--- config.mk ---
export PLATFORM = sky130hd
export DESIGN_NAME = mem_arbiter
export DESIGN_NICKNAME = d
export VERILOG_FILES = /design/src/rtl/mem_arbiter.sv
export SDC_FILE = /design/constraint.sdc
export NUM_CORES = 1
export LEC_CHECK = 0
export CAP_MARGIN = 20
export CORE_ASPECT_RATIO = 1.4
export CORE_MARGIN = 10
export CORE_UTILIZATION = 43
export CTS_CLUSTER_DIAMETER = 120
export DETAILED_ROUTE_END_ITERATION = 10
export DONT_BUFFER_PORTS = 1
export GPL_TIMING_DRIVEN = 0
export HOLD_SLACK_MARGIN = 0.08
export SLEW_MARGIN = 15
export SYNTH_ARGS = -nofsm -noshare
export SYNTH_HDL_FRONTEND = slang
export SYNTH_SLANG_ARGS = --single-unit
--- constraint.sdc ---
create_clock -name clk -period 1.5 [get_ports clk]
set_input_delay 0.15 -clock clk [delete_from_list [all_inputs] [get_ports clk]]
set_output_delay 0.15 -clock clk [all_outputs]
set_load 0.05 [all_outputs]
--- src/rtl/mem_arbiter.sv ---
// rtl/mem_arbiter.sv - byte-wide RAM port arbiter between IF fetch and MEM load/store
// Sticky-grant arbitration with MEM priority, IO store hold-off and owner-tagged read return.
module mem_arbiter #(
  parameter int         ADDR_W = 32,
  parameter logic [1:0] IO_HI  = 2'b11
) (
  input  logic              clk,
  input  logic              rst,
  input  logic              if_request,
  input  logic [ADDR_W-1:0] if_addr,
  input  logic [1:0]        mem_request,
  input  logic [ADDR_W-1:0] mem_addr,
  input  logic [7:0]        mem_data_i,
  input  logic              io_buffer_full,
  output logic              if_grant,
  output logic              mem_grant,
  output logic [ADDR_W-1:0] ram_a,
  output logic              ram_wr,
  output logic [7:0]        ram_dout,
  input  logic [7:0]        ram_din,
  output logic [7:0]        data_o,
  output logic [1:0]        if_or_mem
);

  typedef enum logic [1:0] {
    OWN_IDLE = 2'b00,
    OWN_IF   = 2'b01,
    OWN_MEM  = 2'b10
  } owner_t;

  localparam logic [1:0] TAG_NONE = 2'b00;
  localparam logic [1:0] TAG_IF   = 2'b01;
  localparam logic [1:0] TAG_MEM  = 2'b10;

  owner_t     owner, owner_nx;
  logic [1:0] tag, tag_nx;
  logic       mem_want, mem_store;
  logic       sel_if, sel_mem, hold;

  always_ff @(posedge clk or posedge rst) begin
    if (rst) begin
      owner <= OWN_IDLE;
      tag   <= TAG_NONE;
    end else begin
      owner <= owner_nx;
      tag   <= tag_nx;
    end
  end

  always_comb begin
    mem_want  = (mem_request == 2'b01) || (mem_request == 2'b10);
    mem_store = (mem_request == 2'b10);
    sel_if    = 1'b0;
    sel_mem   = 1'b0;
    owner_nx  = OWN_IDLE;
    tag_nx    = TAG_NONE;
    if_grant  = 1'b0;
    mem_grant = 1'b0;
    ram_a     = '0;
    ram_wr    = 1'b0;
    ram_dout  = 8'h00;

    // A current owner that keeps requesting holds the port; otherwise MEM wins.
    if (owner == OWN_IF && if_request)
      sel_if = 1'b1;
    else if (owner == OWN_MEM && mem_want)
      sel_mem = 1'b1;
    else if (mem_want)
      sel_mem = 1'b1;
    else if (if_request)
      sel_if = 1'b1;

    hold = sel_mem && mem_store && (mem_addr[17:16] == IO_HI) && io_buffer_full;

    if (sel_if) begin
      if_grant = 1'b1;
      ram_a    = if_addr;
      owner_nx = OWN_IF;
      tag_nx   = TAG_IF;
    end else if (sel_mem) begin
      owner_nx = OWN_MEM;
      if (!hold) begin
        mem_grant = 1'b1;
        ram_a     = mem_addr;
        ram_wr    = mem_store;
        ram_dout  = mem_store ? mem_data_i : 8'h00;
        tag_nx    = mem_store ? TAG_NONE : TAG_MEM;
      end
    end
  end

  assign data_o    = ram_din;
  assign if_or_mem = tag;

endmodule

==> metrics.md <==
| Metric | Value |
|---|---|
| Run status | complete, but fails checks |
| Post-DRT Antenna Nets | 0 |
| Horizontal die dimension | 60.0 um |
| Internal power summed over all cells | 0.000625 W |
| Layout fillers | 129 |
| CP Max Fanout | 6 |
| Initial core utilization | 44.8% |
| Post-DR wirelength/cell | 25.3 um |
| DR iter-0 viols | 43 |
| Final Hold Vio Count | 0 |
| Minimum hold slack | 0.215 ns |
| Cell Rows | 20 |
| Highest cell delay on the worst timing path | 0.65 ns |
| Share of flip-flops with an asynchronous set or reset | 100% |
| Net switching power figure | 0.000842 W |
| Compound-gate portion of the synthesized area | 0% |
| Overall global routing resource usage | 18.9% |
| Total via count in the routed design | 1035 |
| Mux contribution to synthesized area | 33.2% |
| Worst setup path endpoint | ram_dout[2] |
| Layout cell share with drive strength beyond 1 | 50.0% |
| Violated checks | negative setup slack |
| Depth of the CTS H-tree | 1 |
| Clock insertion delay at the later pin of the skew report | 0.24 ns |
| Syn Inst Count | 137 |
| Total nets after synthesis | 224 |
| Min-delay worst type | in -> async |
| Xor-xnor portion of the synthesized cell area | 0% |
| Number of flops mapped to enable cells by yosys | 0 |
| CTS buffer count | 3 |
| Combinational share of power | 82.8% |
| Critical path origin | if_or_mem[0] |
| Maximum capacitance violations | 0 |
| Element type at the critical path start | flip-flop |
| Floorplan die height | 76.0 um |
| Final setup margin | -0.538 ns |
| Maximum buffer depth of the clock tree | 2 |
| Global-route wire length before repair | 6860 um |
| Share of synthesized cell area in full adder, half adder and majority cells | 1.30% |
| Tightest Pin Transition | 0.776 ns |
| Type of destination of the critical path | primary output |
| Die ar. | 0.00456 mm^2 |
| Net count of the finished layout | 248 |
| Final RePlAce weighted congestion | 0.708 |
| Signal arrival time at the worst endpoint | 1.89 ns |
| Start-to-end type of the worst setup path | reg -> out |
| Max IR drop VDD | 464 uV |
| Router iterations before antenna repair | 4 |
| Layout Skew | 0.00715 ns |
| Prevailing post-synth register cell | sky130_fd_sc_hd__dfrtp_1 |
| Final Critical Period | 2.04 ns |
| Total of warnings raised by yosys | 0 |
| Global route total overflow | 0 |
| Residual DRC count | 0 |
| Area used by sequential logic in the layout | 75.1 um^2 |
| Count of different cell masters after synthesis | 18 |
| Diodes inserted | 0 |
| Synth-to-Final Area Change | 76.1% |
| Post-synthesis instance area | 963 um^2 |
| Top cell type's share of synthesized area | 33.2% |
| Placement-stage worst setup slack | -0.398 ns |
| Dominant combinational cell family by area after synthesis | simple AND/OR/NAND/NOR gates |
| Unrepaired setup endpoints after global routing | yes |
| Avg Inst Size Synth | 7.03 um^2 |
| Final setup TNS | -17.93 ns |
| Maximum operating frequency | 491 MHz |
| Slowest stage cell on the critical path | sky130_fd_sc_hd__nor3b_4 |
| Net switching share of the total power | 57.4% |
| Drt via density | 5.69 |
| Terminus of the critical flop-to-flop path | if_or_mem[0] |
| Dominant cells by area after synthesis | sky130_fd_sc_hd__mux2i_1 33%, sky130_fd_sc_hd__nand2_1 25%, sky130_fd_sc_hd__dfrtp_1 7.8% |
| Clk pwr share | 10.2% |
| IO Port Bufs | 0 |
| Internal reg-to-reg setup slack | 0.04 ns |
| Root buffer selected by CTS | sky130_fd_sc_hd__clkbuf_4 |
| Power per Cell Area | 864 mW/mm^2 |
| Most common cell in the synthesized netlist | sky130_fd_sc_hd__nand2_1 |
| Worst reg2reg startpoint | owner[1] |
| Slew Viols, Final | 0 |
| WP data required | 1.35 ns |
| Crit path cell chain | and3b_4 -> nor3b_4 -> and3_4 |
| CTS Sinks | 3 |
| Post-Synth Simple-Gate Area | 38.2% |
| Top post-synthesis cells by count | 64 x sky130_fd_sc_hd__nand2_1, 32 x sky130_fd_sc_hd__mux2i_1, 9 x sky130_fd_sc_hd__buf_4 |
| Final setup violation count | 43 |
| Share of power burned in registers | 7.1% |
| Cell type with the highest aggregate area in the netlist | sky130_fd_sc_hd__mux2i_1 |
| Headroom to the max-slew limit | 48.2% |
| Top-level I/O count | 139 |
| Vias in the first global route | 1266 |
| Number of antenna violations at the first check in global routing | 0 |
| Final period utilization | 136% |
| Leakage | 0.720 nW |
| Clock tree from TritonCTS | built |
| Sum of net half-perimeters after detailed placement | 3460 um |
| Multi-input gate area | 0.00118 mm^2 |
| Clock slew seen by the registers of the worst setup and hold paths | 0.04 ns |
| Total length of routed wires | 4610 um |
| Share of the yosys chip area belonging to registers | 7.79% |
| Area of the core | 0.00215 mm^2 |
| Maximum number of pins on one net before global-route repair | 11 |
| Number of synthesized register bits | 3 |
| Depth of the worst register-to-register path | 5 |
power groups by stage:
stage | combinational (W) | sequential [W] | clock, W
after detailed placement | 0.00102 | 0.000105 | 0
final | 0.00121 | 0.000104 | 0.000149
after CTS | 0.00121 | 0.000104 | 0.000145
after global routing | 0.00126 | 0.000105 | 0.000160
after floorplan | 0.000963 | 0.000104 | 0
after global placement | 0.00101 | 0.000105 | 0
metrics by stage:
stage          instances  total power (W)  area, um^2  util, %
3_3_place_gp         159          0.00112        1330     61.6
2_1_floorplan        137          0.00107        1300        -
3_5_place_dp         159          0.00113        1330     61.6
4_1_cts              180          0.00146        1680     78.1
6_report             182          0.00147        1700     78.8
5_1_grt              182          0.00153        1700     78.8
flip-flops by register name, indices dropped and copies added (netlist names):
register and count:
if_or_mem 2, owner 1
metal layers:
| metal | up-vias | part of all wire [%] | routed length, um | global-route usage (%) |
|---|---|---|---|---|
| li1 | 493 | - | - | - |
| met1 | 473 | 29 | 1310 | 17.7 |
| met2 | 63 | 59 | 2730 | 36.4 |
| met3 | 6 | 9.4 | 435 | 6.17 |
| met4 | 0 | 2.8 | 131 | 4.50 |
| met5 | - | 0 | 0 | 0 |
cell type report:
cell class              count  area share, %
multi-input cells         114           69.6
repair buffers             18           12.9
plain buffers              19           9.44
flip-flops and latches      3           4.42
well taps                  22           1.62
clock buffers               4           1.55
inverters                   2          0.442
worst max-delay path: cells and delay by family, from the launching register on:
| kind | cells | cell delay (ns) |
|---|---|---|
| flops | 1 | 0.37 |
| simple gates | 3 | 1.28 |
worst min path at each step:
stage / startpoint / cells past startpoint / slack, ns / endpoint
after floorplan: rst / 1 / -0.1 / if_or_mem[0]
after global placement: rst / 1 / -0.09 / if_or_mem[1]
after detailed placement: rst / 1 / -0.09 / if_or_mem[1]
after CTS: rst / 2 / 0.22 / if_or_mem[1]
after global routing: rst / 2 / 0.24 / if_or_mem[1]
final: rst / 2 / 0.22 / if_or_mem[1]
cells in the final DEF, fill, tap and decap left out:
cell,instances
sky130_fd_sc_hd__dlygate4sd3_1,1
sky130_fd_sc_hd__buf_4,16
sky130_fd_sc_hd__nor3b_4,2
sky130_fd_sc_hd__ha_2,1
sky130_fd_sc_hd__nor2_8,1
sky130_fd_sc_hd__nor3_1,1
sky130_fd_sc_hd__nor2b_4,1
sky130_fd_sc_hd__nor2_4,1
sky130_fd_sc_hd__dlygate4sd1_1,3
sky130_fd_sc_hd__inv_1,2
sky130_fd_sc_hd__and3b_4,1
sky130_fd_sc_hd__nand2_1,64
sky130_fd_sc_hd__and2_4,1
sky130_fd_sc_hd__clkbuf_1,5
sky130_fd_sc_hd__nand4_1,1
sky130_fd_sc_hd__and3_4,8
sky130_fd_sc_hd__buf_6,6
sky130_fd_sc_hd__dfrtp_1,3
sky130_fd_sc_hd__clkbuf_4,3
sky130_fd_sc_hd__buf_12,7
sky130_fd_sc_hd__mux2i_4,32
timing repair:
| item | CTS | global route |
|---|---|---|
| pin swaps | 2 | 3 |
| setup buffers | 11 | 7 |
| resized for setup | 24 | 17 |
| gates cloned | 5 | 0 |
| setup endpoints to repair | 43 | 43 |
| hold endpoints to repair | 3 | 0 |
| hold buffers | 1 | 0 |
cell families after synthesis:
family,Yosys count
AND/OR/NAND/NOR,79
adder cells (fa/ha/maj),1
multiplexers,32
buffers and inverters,22
flip-flops,3
(Power assumes the default switching activity.)
